**src/rtl/btb_predictor_pkg.sv**
```systemverilog
// Shared types for the fetch-stage branch predictor: 2-bit direction
// counter type, its reset/allocate values and the update-stage record.
package btb_predictor_pkg;

    localparam int BP_XLEN = 32;

    typedef logic [1:0] bp_ctr_t;

    localparam bp_ctr_t BP_CTR_RESET = 2'b01;
    localparam bp_ctr_t BP_CTR_ALLOC = 2'b10;
    localparam bp_ctr_t BP_CTR_MAX   = 2'b11;
    localparam bp_ctr_t BP_CTR_MIN   = 2'b00;

    // Branch resolution captured from EX, held for one cycle before the write
    typedef struct packed {
        logic [BP_XLEN-1:0] pc;
        logic               taken;
        logic [BP_XLEN-1:0] target;
    } btb_update_t;

endpackage

```
**src/rtl/btb_predictor_if.sv**
```systemverilog
// Predictor bus: fetch lookup and EX training signals.
// master = fetch/EX side, slave = btb_predictor.
interface btb_predictor_if #(
    parameter int WIDTH = 32
);
    logic [WIDTH-1:0] fetch_pc;
    logic             pred_hit;
    logic             pred_taken;
    logic [WIDTH-1:0] pred_target;
    logic             upd_valid;
    logic [WIDTH-1:0] upd_pc;
    logic             upd_taken;
    logic [WIDTH-1:0] upd_target;
    logic             upd_busy;

    modport master (
        output fetch_pc, upd_valid, upd_pc, upd_taken, upd_target,
        input  pred_hit, pred_taken, pred_target, upd_busy
    );

    modport slave (
        input  fetch_pc, upd_valid, upd_pc, upd_taken, upd_target,
        output pred_hit, pred_taken, pred_target, upd_busy
    );
endinterface

```
**src/rtl/btb_predictor_bp_sat_counter.sv**
```systemverilog
// 2-bit saturating direction counter, combinational next value:
// increments toward 11 on taken, decrements toward 00 on not-taken.
module bp_sat_counter
    import btb_predictor_pkg::*;
(
    input  bp_ctr_t i_ctr,
    input  logic    i_inc,
    output bp_ctr_t o_ctr
);

    // Saturating step in the direction of the resolved outcome
    always_comb begin
        o_ctr = i_ctr;
        if (i_inc) begin
            if (i_ctr != BP_CTR_MAX) begin
                o_ctr = i_ctr + 2'b01;
            end else begin
                o_ctr = i_ctr;
            end
        end else begin
            if (i_ctr != BP_CTR_MIN) begin
                o_ctr = i_ctr - 2'b01;
            end else begin
                o_ctr = i_ctr;
            end
        end
    end

endmodule

```
**src/rtl/btb_predictor.sv**
```systemverilog
// Direct-mapped BTB with 2-bit direction counters. Lookup is combinational
// from fetch_pc; training goes through a one-cycle registered update stage.
// Optional macro BTB_BYPASS_EN: lookup forwards the stage-2 write data when
// the write index equals the lookup index (new entry visible in the write
// cycle). Without it, a new entry becomes visible the cycle after the write.
// WIDTH must equal BP_XLEN because the update record is a fixed-width struct.
module btb_predictor
    import btb_predictor_pkg::*;
#(
    parameter int S_INDEX = 3,
    parameter int WIDTH   = 32
) (
    input  logic           clk,
    input  logic           rst,
    btb_predictor_if.slave bp
);

    localparam int N_ENT = 1 << S_INDEX;
    localparam int TAG_W = WIDTH - S_INDEX - 2;
    localparam logic [WIDTH-1:0] PC_STEP = WIDTH'(4);

    // Entry storage
    logic             r_valid  [N_ENT];
    logic [TAG_W-1:0] r_tag    [N_ENT];
    logic [WIDTH-1:0] r_target [N_ENT];
    bp_ctr_t          r_ctr    [N_ENT];

    // Update stage register
    logic        r_upd_vld;
    btb_update_t r_upd;

    // Stage-2 read/modify signals
    logic [S_INDEX-1:0] w_upd_idx;
    logic [TAG_W-1:0]   w_upd_tag;
    logic               w_upd_hit;
    bp_ctr_t            w_ctr_next;
    logic               w_we;
    logic               w_wr_valid;
    logic [TAG_W-1:0]   w_wr_tag;
    logic [WIDTH-1:0]   w_wr_target;
    bp_ctr_t            w_wr_ctr;

    // Lookup signals
    logic [S_INDEX-1:0] w_fetch_idx;
    logic [TAG_W-1:0]   w_fetch_tag;
    logic               w_lk_valid;
    logic [TAG_W-1:0]   w_lk_tag;
    logic [WIDTH-1:0]   w_lk_target;
    bp_ctr_t            w_lk_ctr;
    logic               w_lk_hit;
    logic               w_lk_taken;

    // Byte-offset bits never take part in index or tag
    logic w_unused_bits;
    assign w_unused_bits = ^{bp.fetch_pc[1:0], r_upd.pc[1:0]};

    assign w_upd_idx   = r_upd.pc[S_INDEX+1:2];
    assign w_upd_tag   = r_upd.pc[WIDTH-1:S_INDEX+2];
    assign w_upd_hit   = r_valid[w_upd_idx] && (r_tag[w_upd_idx] == w_upd_tag);
    assign w_fetch_idx = bp.fetch_pc[S_INDEX+1:2];
    assign w_fetch_tag = bp.fetch_pc[WIDTH-1:S_INDEX+2];

    bp_sat_counter u_ctr (
        .i_ctr (r_ctr[w_upd_idx]),
        .i_inc (r_upd.taken),
        .o_ctr (w_ctr_next)
    );

    // Stage 1: capture EX resolution; cleared by reset so no write survives it
    always_ff @(posedge clk or posedge rst) begin
        if (rst) begin
            r_upd_vld <= 1'b0;
            r_upd     <= '0;
        end else begin
            r_upd_vld <= bp.upd_valid;
            if (bp.upd_valid) begin
                r_upd <= '{pc: bp.upd_pc, taken: bp.upd_taken, target: bp.upd_target};
            end
        end
    end

    // Stage 2: decide train-in-place, allocate, or no write
    always_comb begin
        w_we        = 1'b0;
        w_wr_valid  = r_valid[w_upd_idx];
        w_wr_tag    = w_upd_tag;
        w_wr_target = r_target[w_upd_idx];
        w_wr_ctr    = r_ctr[w_upd_idx];
        if (r_upd_vld) begin
            if (w_upd_hit) begin
                w_we       = 1'b1;
                w_wr_valid = 1'b1;
                w_wr_ctr   = w_ctr_next;
                if (r_upd.taken) begin
                    w_wr_target = r_upd.target;
                end else begin
                    w_wr_target = r_target[w_upd_idx];
                end
            end else if (r_upd.taken) begin
                w_we        = 1'b1;
                w_wr_valid  = 1'b1;
                w_wr_target = r_upd.target;
                w_wr_ctr    = BP_CTR_ALLOC;
            end else begin
                w_we = 1'b0;
            end
        end else begin
            w_we = 1'b0;
        end
    end

    // Entry array write; the following update reads this value directly
    always_ff @(posedge clk or posedge rst) begin
        if (rst) begin
            for (int i = 0; i < N_ENT; i++) begin
                r_valid[i]  <= 1'b0;
                r_tag[i]    <= '0;
                r_target[i] <= '0;
                r_ctr[i]    <= BP_CTR_RESET;
            end
        end else if (w_we) begin
            r_valid[w_upd_idx]  <= w_wr_valid;
            r_tag[w_upd_idx]    <= w_wr_tag;
            r_target[w_upd_idx] <= w_wr_target;
            r_ctr[w_upd_idx]    <= w_wr_ctr;
        end
    end

    // Lookup entry select, optionally forwarding the in-flight write
    always_comb begin
        w_lk_valid  = r_valid[w_fetch_idx];
        w_lk_tag    = r_tag[w_fetch_idx];
        w_lk_target = r_target[w_fetch_idx];
        w_lk_ctr    = r_ctr[w_fetch_idx];
`ifdef BTB_BYPASS_EN
        if (w_we && (w_upd_idx == w_fetch_idx)) begin
            w_lk_valid  = w_wr_valid;
            w_lk_tag    = w_wr_tag;
            w_lk_target = w_wr_target;
            w_lk_ctr    = w_wr_ctr;
        end else begin
            w_lk_valid  = r_valid[w_fetch_idx];
        end
`else
        w_lk_valid = r_valid[w_fetch_idx];
`endif
    end

    assign w_lk_hit   = w_lk_valid && (w_lk_tag == w_fetch_tag);
    assign w_lk_taken = w_lk_hit && w_lk_ctr[1];

    assign bp.pred_hit    = w_lk_hit;
    assign bp.pred_taken  = w_lk_taken;
    assign bp.pred_target = w_lk_taken ? w_lk_target : (bp.fetch_pc + PC_STEP);
    assign bp.upd_busy    = r_upd_vld;

endmodule

```
**src/flat_wrapper.sv**
```systemverilog
// flat-port wrapper written by rule: the top's interface ports become plain ports
module btb_predictor_flat import btb_predictor_pkg::*;
#(
    parameter int S_INDEX = 3,
    parameter int WIDTH   = 32
)
  (clk, rst, bp_fetch_pc, bp_upd_valid, bp_upd_pc, bp_upd_taken, bp_upd_target, bp_pred_hit, bp_pred_taken, bp_pred_target, bp_upd_busy);
  btb_predictor_if #(.WIDTH(WIDTH)) bp_i ();
  input  logic clk;
  input  logic rst;
  input wire logic [$bits(bp_i.fetch_pc)-1:0] bp_fetch_pc;
  input wire logic [$bits(bp_i.upd_valid)-1:0] bp_upd_valid;
  input wire logic [$bits(bp_i.upd_pc)-1:0] bp_upd_pc;
  input wire logic [$bits(bp_i.upd_taken)-1:0] bp_upd_taken;
  input wire logic [$bits(bp_i.upd_target)-1:0] bp_upd_target;
  output wire logic [$bits(bp_i.pred_hit)-1:0] bp_pred_hit;
  output wire logic [$bits(bp_i.pred_taken)-1:0] bp_pred_taken;
  output wire logic [$bits(bp_i.pred_target)-1:0] bp_pred_target;
  output wire logic [$bits(bp_i.upd_busy)-1:0] bp_upd_busy;
  assign bp_i.fetch_pc = bp_fetch_pc;
  assign bp_i.upd_valid = bp_upd_valid;
  assign bp_i.upd_pc = bp_upd_pc;
  assign bp_i.upd_taken = bp_upd_taken;
  assign bp_i.upd_target = bp_upd_target;
  assign bp_pred_hit = bp_i.pred_hit;
  assign bp_pred_taken = bp_i.pred_taken;
  assign bp_pred_target = bp_i.pred_target;
  assign bp_upd_busy = bp_i.upd_busy;
  btb_predictor #(.S_INDEX(S_INDEX), .WIDTH(WIDTH)) u_core (.clk(clk), .rst(rst), .bp(bp_i));
endmodule
```
**config.mk**
```make
export PLATFORM = sky130hd
export DESIGN_NAME = btb_predictor_flat
export DESIGN_NICKNAME = d
export VERILOG_FILES = /design/src/rtl/btb_predictor_pkg.sv /design/src/rtl/btb_predictor_if.sv /design/src/rtl/btb_predictor_bp_sat_counter.sv /design/src/rtl/btb_predictor.sv /design/src/flat_wrapper.sv
export SDC_FILE = /design/constraint.sdc
export NUM_CORES = 2
export LEC_CHECK = 0
export ABC_AREA = 1
export BUFFER_PORTS_ARGS = -buffer_cell sky130_fd_sc_hd__buf_2
export CELL_PAD_IN_SITES_DETAIL_PLACEMENT = 1
export CELL_PAD_IN_SITES_GLOBAL_PLACEMENT = 1
export CORE_ASPECT_RATIO = 1.5
export CORE_UTILIZATION = 48
export CTS_CLUSTER_DIAMETER = 120
export DETAILED_ROUTE_END_ITERATION = 16
export PLACE_DENSITY = 0.83
export SLEW_MARGIN = 20
export SYNTH_ARGS = -nofsm -noshare
export SYNTH_HDL_FRONTEND = slang
export SYNTH_HIERARCHICAL = 1
export SYNTH_SLANG_ARGS = --single-unit
```
**constraint.sdc**
```tcl
create_clock -name clk -period 49.5 [get_ports clk]
set_input_delay 7.425 -clock clk [delete_from_list [all_inputs] [get_ports clk]]
set_output_delay 7.425 -clock clk [all_outputs]
set_load 0.03 [all_outputs]
```
==> impl.org <==
** Clocking
- TritonCTS built the clock tree.
- Clock buffer count from CTS :: between 50 and 60
- The clock tree synthesis step divided the H-tree into 2 levels.
- The longest clock path from root to sink contains 3 buffers.
- CTS clk-pin slew, worst paths :: 0.06 ns
- CTS placed an instance of sky130_fd_sc_hd__clkbuf_16 at the clock tree root.
- For this design, the CTS-stage hold fixing added 0 buffers.
- Insertion delay of the later-clocked pin in the worst-skew pair :: around 0.66 ns
- Once the clock tree was built, the setup fixing pass inserted 0 buffers.
- CTS saw between 500 and 600 sinks.
- After clock tree synthesis, the repair step resized 0 gates.

** Cells and area
- Diodes inserted :: 0
- Number of nets at the end of the flow :: about 4700
- Area added between synthesis and finish :: 8.935%
- Share of layout cells above drive strength 1 :: a little over 8%
- With fillers left out, the area of the finished cells amounts to 35370 um^2.
- Final cell utilization of the core :: roughly 53%

** Yosys
- The number of nets in the synthesized netlist is between 4000 and 5000.
- Area leader, netlist :: sky130_fd_sc_hd__dfrtp_1
- Seq/Total Area, Yosys :: 43.19%
- A synthesized cell averages around 6.9 um^2.
- By instance count, the leading cell after synthesis is sky130_fd_sc_hd__nand2_1.
- Commonest cells post-synth :: 1778 x sky130_fd_sc_hd__nand2_1, 658 x sky130_fd_sc_hd__nand3_1, 552 x sky130_fd_sc_hd__dfrtp_1
- Summed over its instances, the top area cell type makes up 42.54% of the synthesized netlist area.
- In this run the cell area of the synthesized design comes to ~32000 um^2.
- Ranked by total cell area, the synthesized netlist is headed by sky130_fd_sc_hd__dfrtp_1 43%, sky130_fd_sc_hd__nand2_1 21%, sky130_fd_sc_hd__nand3_1 10%.
- The synthesized design contains 0 enable-type register cells.
- The synthesized design contains 560 register bits.
- During synthesis, Yosys emitted a total of 6 warnings.
- The most used flip-flop cell after synthesis is sky130_fd_sc_hd__dfrtp_1.
- Share of synthesized flip-flops with an asynchronous set or reset :: 100.0%
- Post-synthesis cell type count :: 40
- Post-Synthesis Cells :: 4704

** Detailed routing
- DRC violations left :: 0
- For this block, the routed nets add up to 132200 um of wire.
- For this run, the detailed router's first-pass iteration total came to 6.
- The first routing iteration left approximately 2800 violations.
- Vias per cell :: between 6 and 7
- The routed layout has between 30000 and 40000 vias.
- Once detail routing completed, the nets flagged for antenna violations numbered 0.
- Average wire length per cell after detail routing :: about 24 um

** Timing
- Crit share post-route :: roughly two fifths
- Slew at the pin with the worst max-slew slack :: 1.226 ns
- Final setup fails :: 0
- Setup ws final :: ~30 ns
- Subtracting the final worst setup slack from the clock period gives between 15 and 20 ns.
- Final clock skew :: roughly 0.019 ns
- Unrepaired setup endpoints after global routing :: no
- Endpoints failing hold :: 0
- In the final timing run, aggregate negative setup slack is 0 ns.
- Maximum clock rate :: 50.58 MHz
- Final Max Slew Viols :: 0
- Slew margin rel. :: about 17%

** Floorplanning
- Initial core utilization :: between 40% and 50%
- Height of the die :: about 320 um
- The die is between 200 and 250 um wide.
- The die covers roughly 69000 um^2.
- ~140 I/O pins were placed.
- Placement row count :: ~120
- Floorplan Core Area :: 66760 um^2

** GRT
- Across every metal layer, demand over resource in global routing totals about two fifths.
- The first global-routing pass estimated between 200000 and 250000 um of wire.
- The number of global-route vias before repair came to around 34000.
- Entering global routing, the biggest net connects approximately 180 pins.
- Number of antenna violations at the first check in global routing :: 0
- Summed over all layers, the global routing overflow is 0.

** Place
- Detailed placement ended at an HPWL of 78620 um.
- During placement, the flow inserted port buffers numbering ~130.
- Place WS :: 30.05 ns
- Placed Instance Area :: ~33000 um^2
- Routability-driven placement finished with a final weighted congestion of 0.9611.

** Worst setup path
- The worst setup path is launched from an input port.
- Register-to-register setup slack :: between 40 and 50 ns
- CP Data Arrival Time :: 12.35 ns
- By startpoint and endpoint, the worst setup path is classified as in2out.
- Required time of the critical path :: 42.08 ns
- The worst setup path is captured at an output pin.
- Largest driver fanout on the critical path :: 37

** Run
- Maxcap violations :: 0

** Power
- Summed over all cells, the static leakage comes to between 15 and 20 nW.
- PD cells :: between 40 and 50 nW/um^2
- Peak supply drop :: about 0.027 mV

** Run status
- The flow ran to the end, and the final reports show no timing, DRC or antenna violations.

** Worst hold path
- The worst hold path belongs to the class reg2reg.
-- path summary, 6_finish.rpt --
path,endpoint,startpoint,depth (start not counted)
min reg2reg,u_core/r_ctr[14],u_core/r_ctr[14],2
min in group asynchronous,u_core/r_target[67],rst,2
max in group asynchronous,u_core/r_tag[10],rst,4
min,u_core/r_ctr[14],u_core/r_ctr[14],2
max reg2reg,u_core/r_tag[158],u_core/r_upd[35],19
max,bp_pred_target[4],bp_fetch_pc[4],18
-- cell usage in the layout (no fill, tap or decap), drive strengths merged, types with 27 or more instances in the layout --
cell type / synthesis / final
a22oi: 30 / 30
o21ai: 301 / 301
buf: 123 / 190
o211ai: 75 / 75
nor2: 300 / 300
mux2: 29 / 29
inv: 311 / 312
a21oi: 83 / 83
a221oi: 42 / 42
nand2: 1780 / 1780
dfrtp: 552 / 552
nand3: 658 / 658
xor2: 27 / 27
o22ai: 34 / 34
clkbuf: 239 / 85
-- report_power, final --
group / internal [W] / total (W) / switching (W)
sequential: 0.000597 / 0.000712 / 0.000115
combinational: 0.000134 / 0.000426 / 0.000292
clock: 0.000262 / 0.000463 / 0.000201
total: 0.000994 / 0.00160 / 0.000607
-- layout make-up --
class | instances | area, um^2
tap | 885 | 1107
clock buffer | 85 | 1764
sequential | 560 | 14030
clock inverter | 24 | 219.0
timing repair buffer | 190 | 1144
fill | 8802 | 31390
inverter | 314 | 1194
multi-input combinational | 3468 | 15920
-- per-stage QoR --
| step | hold WS, ns | instances | power [W] |
|---|---|---|---|
| after CTS | 0.4723 | 5525 | 0.001599 |
| after global placement | 0.4529 | 5416 | 0.001106 |
| after detailed placement | 0.4582 | 5416 | 0.001131 |
| after global routing | 0.4829 | 5526 | 0.001691 |
| after floorplan | 0.4419 | 4704 | 0.0009822 |
| final | 0.4704 | 5526 | 0.001601 |
-- worst max-delay path: stages --
cell and delay (ns):
sky130_fd_sc_hd__buf_2 0.43, sky130_fd_sc_hd__clkinv_2 0.54, sky130_fd_sc_hd__buf_4 0.51, sky130_fd_sc_hd__buf_4 0.34
sky130_fd_sc_hd__nand3_1 0.48, sky130_fd_sc_hd__nand2_1 0.24, sky130_fd_sc_hd__nand2_1 0.12, sky130_fd_sc_hd__nand2_1 0.07
sky130_fd_sc_hd__nor2_1 0.12, sky130_fd_sc_hd__nand2_1 0.09, sky130_fd_sc_hd__nor2_1 0.10, sky130_fd_sc_hd__nand2_1 0.07
sky130_fd_sc_hd__nor2_2 0.10, sky130_fd_sc_hd__buf_4 0.35, sky130_fd_sc_hd__nand2_1 0.69, sky130_fd_sc_hd__nand2_1 0.25
sky130_fd_sc_hd__nand2_1 0.11, sky130_fd_sc_hd__buf_2 0.19
-- per-layer routing --
layer,vias up,global-route usage (%),share of wire (%)
li1,15018,-,-
met1,16751,44.29,38
met2,1203,64.82,48
met3,419,4.903,5.6
met4,0,29.78,8.4
met5,-,0,0
-- sequential cells by signal (all words and copies together) (netlist names) --
signal              flops
u_core/r_tag          216
u_core/r_ctr           16
u_core/r_valid          8
u_core/r_upd           63
u_core/bp.upd_busy      1
u_core/r_target       256
-- cell families after synthesis --
family          after synthesis  synth area share (%)
simple gates               2802                 35.48
buf+inv                     676                 8.280
compound gates              608                 11.26
flops                       560                 43.19
mux                          29                 1.006
xor+xnor                     28                0.7552
fa+ha+maj                     1               0.03853
No activity file was read; power rests on OpenSTA's default activity.
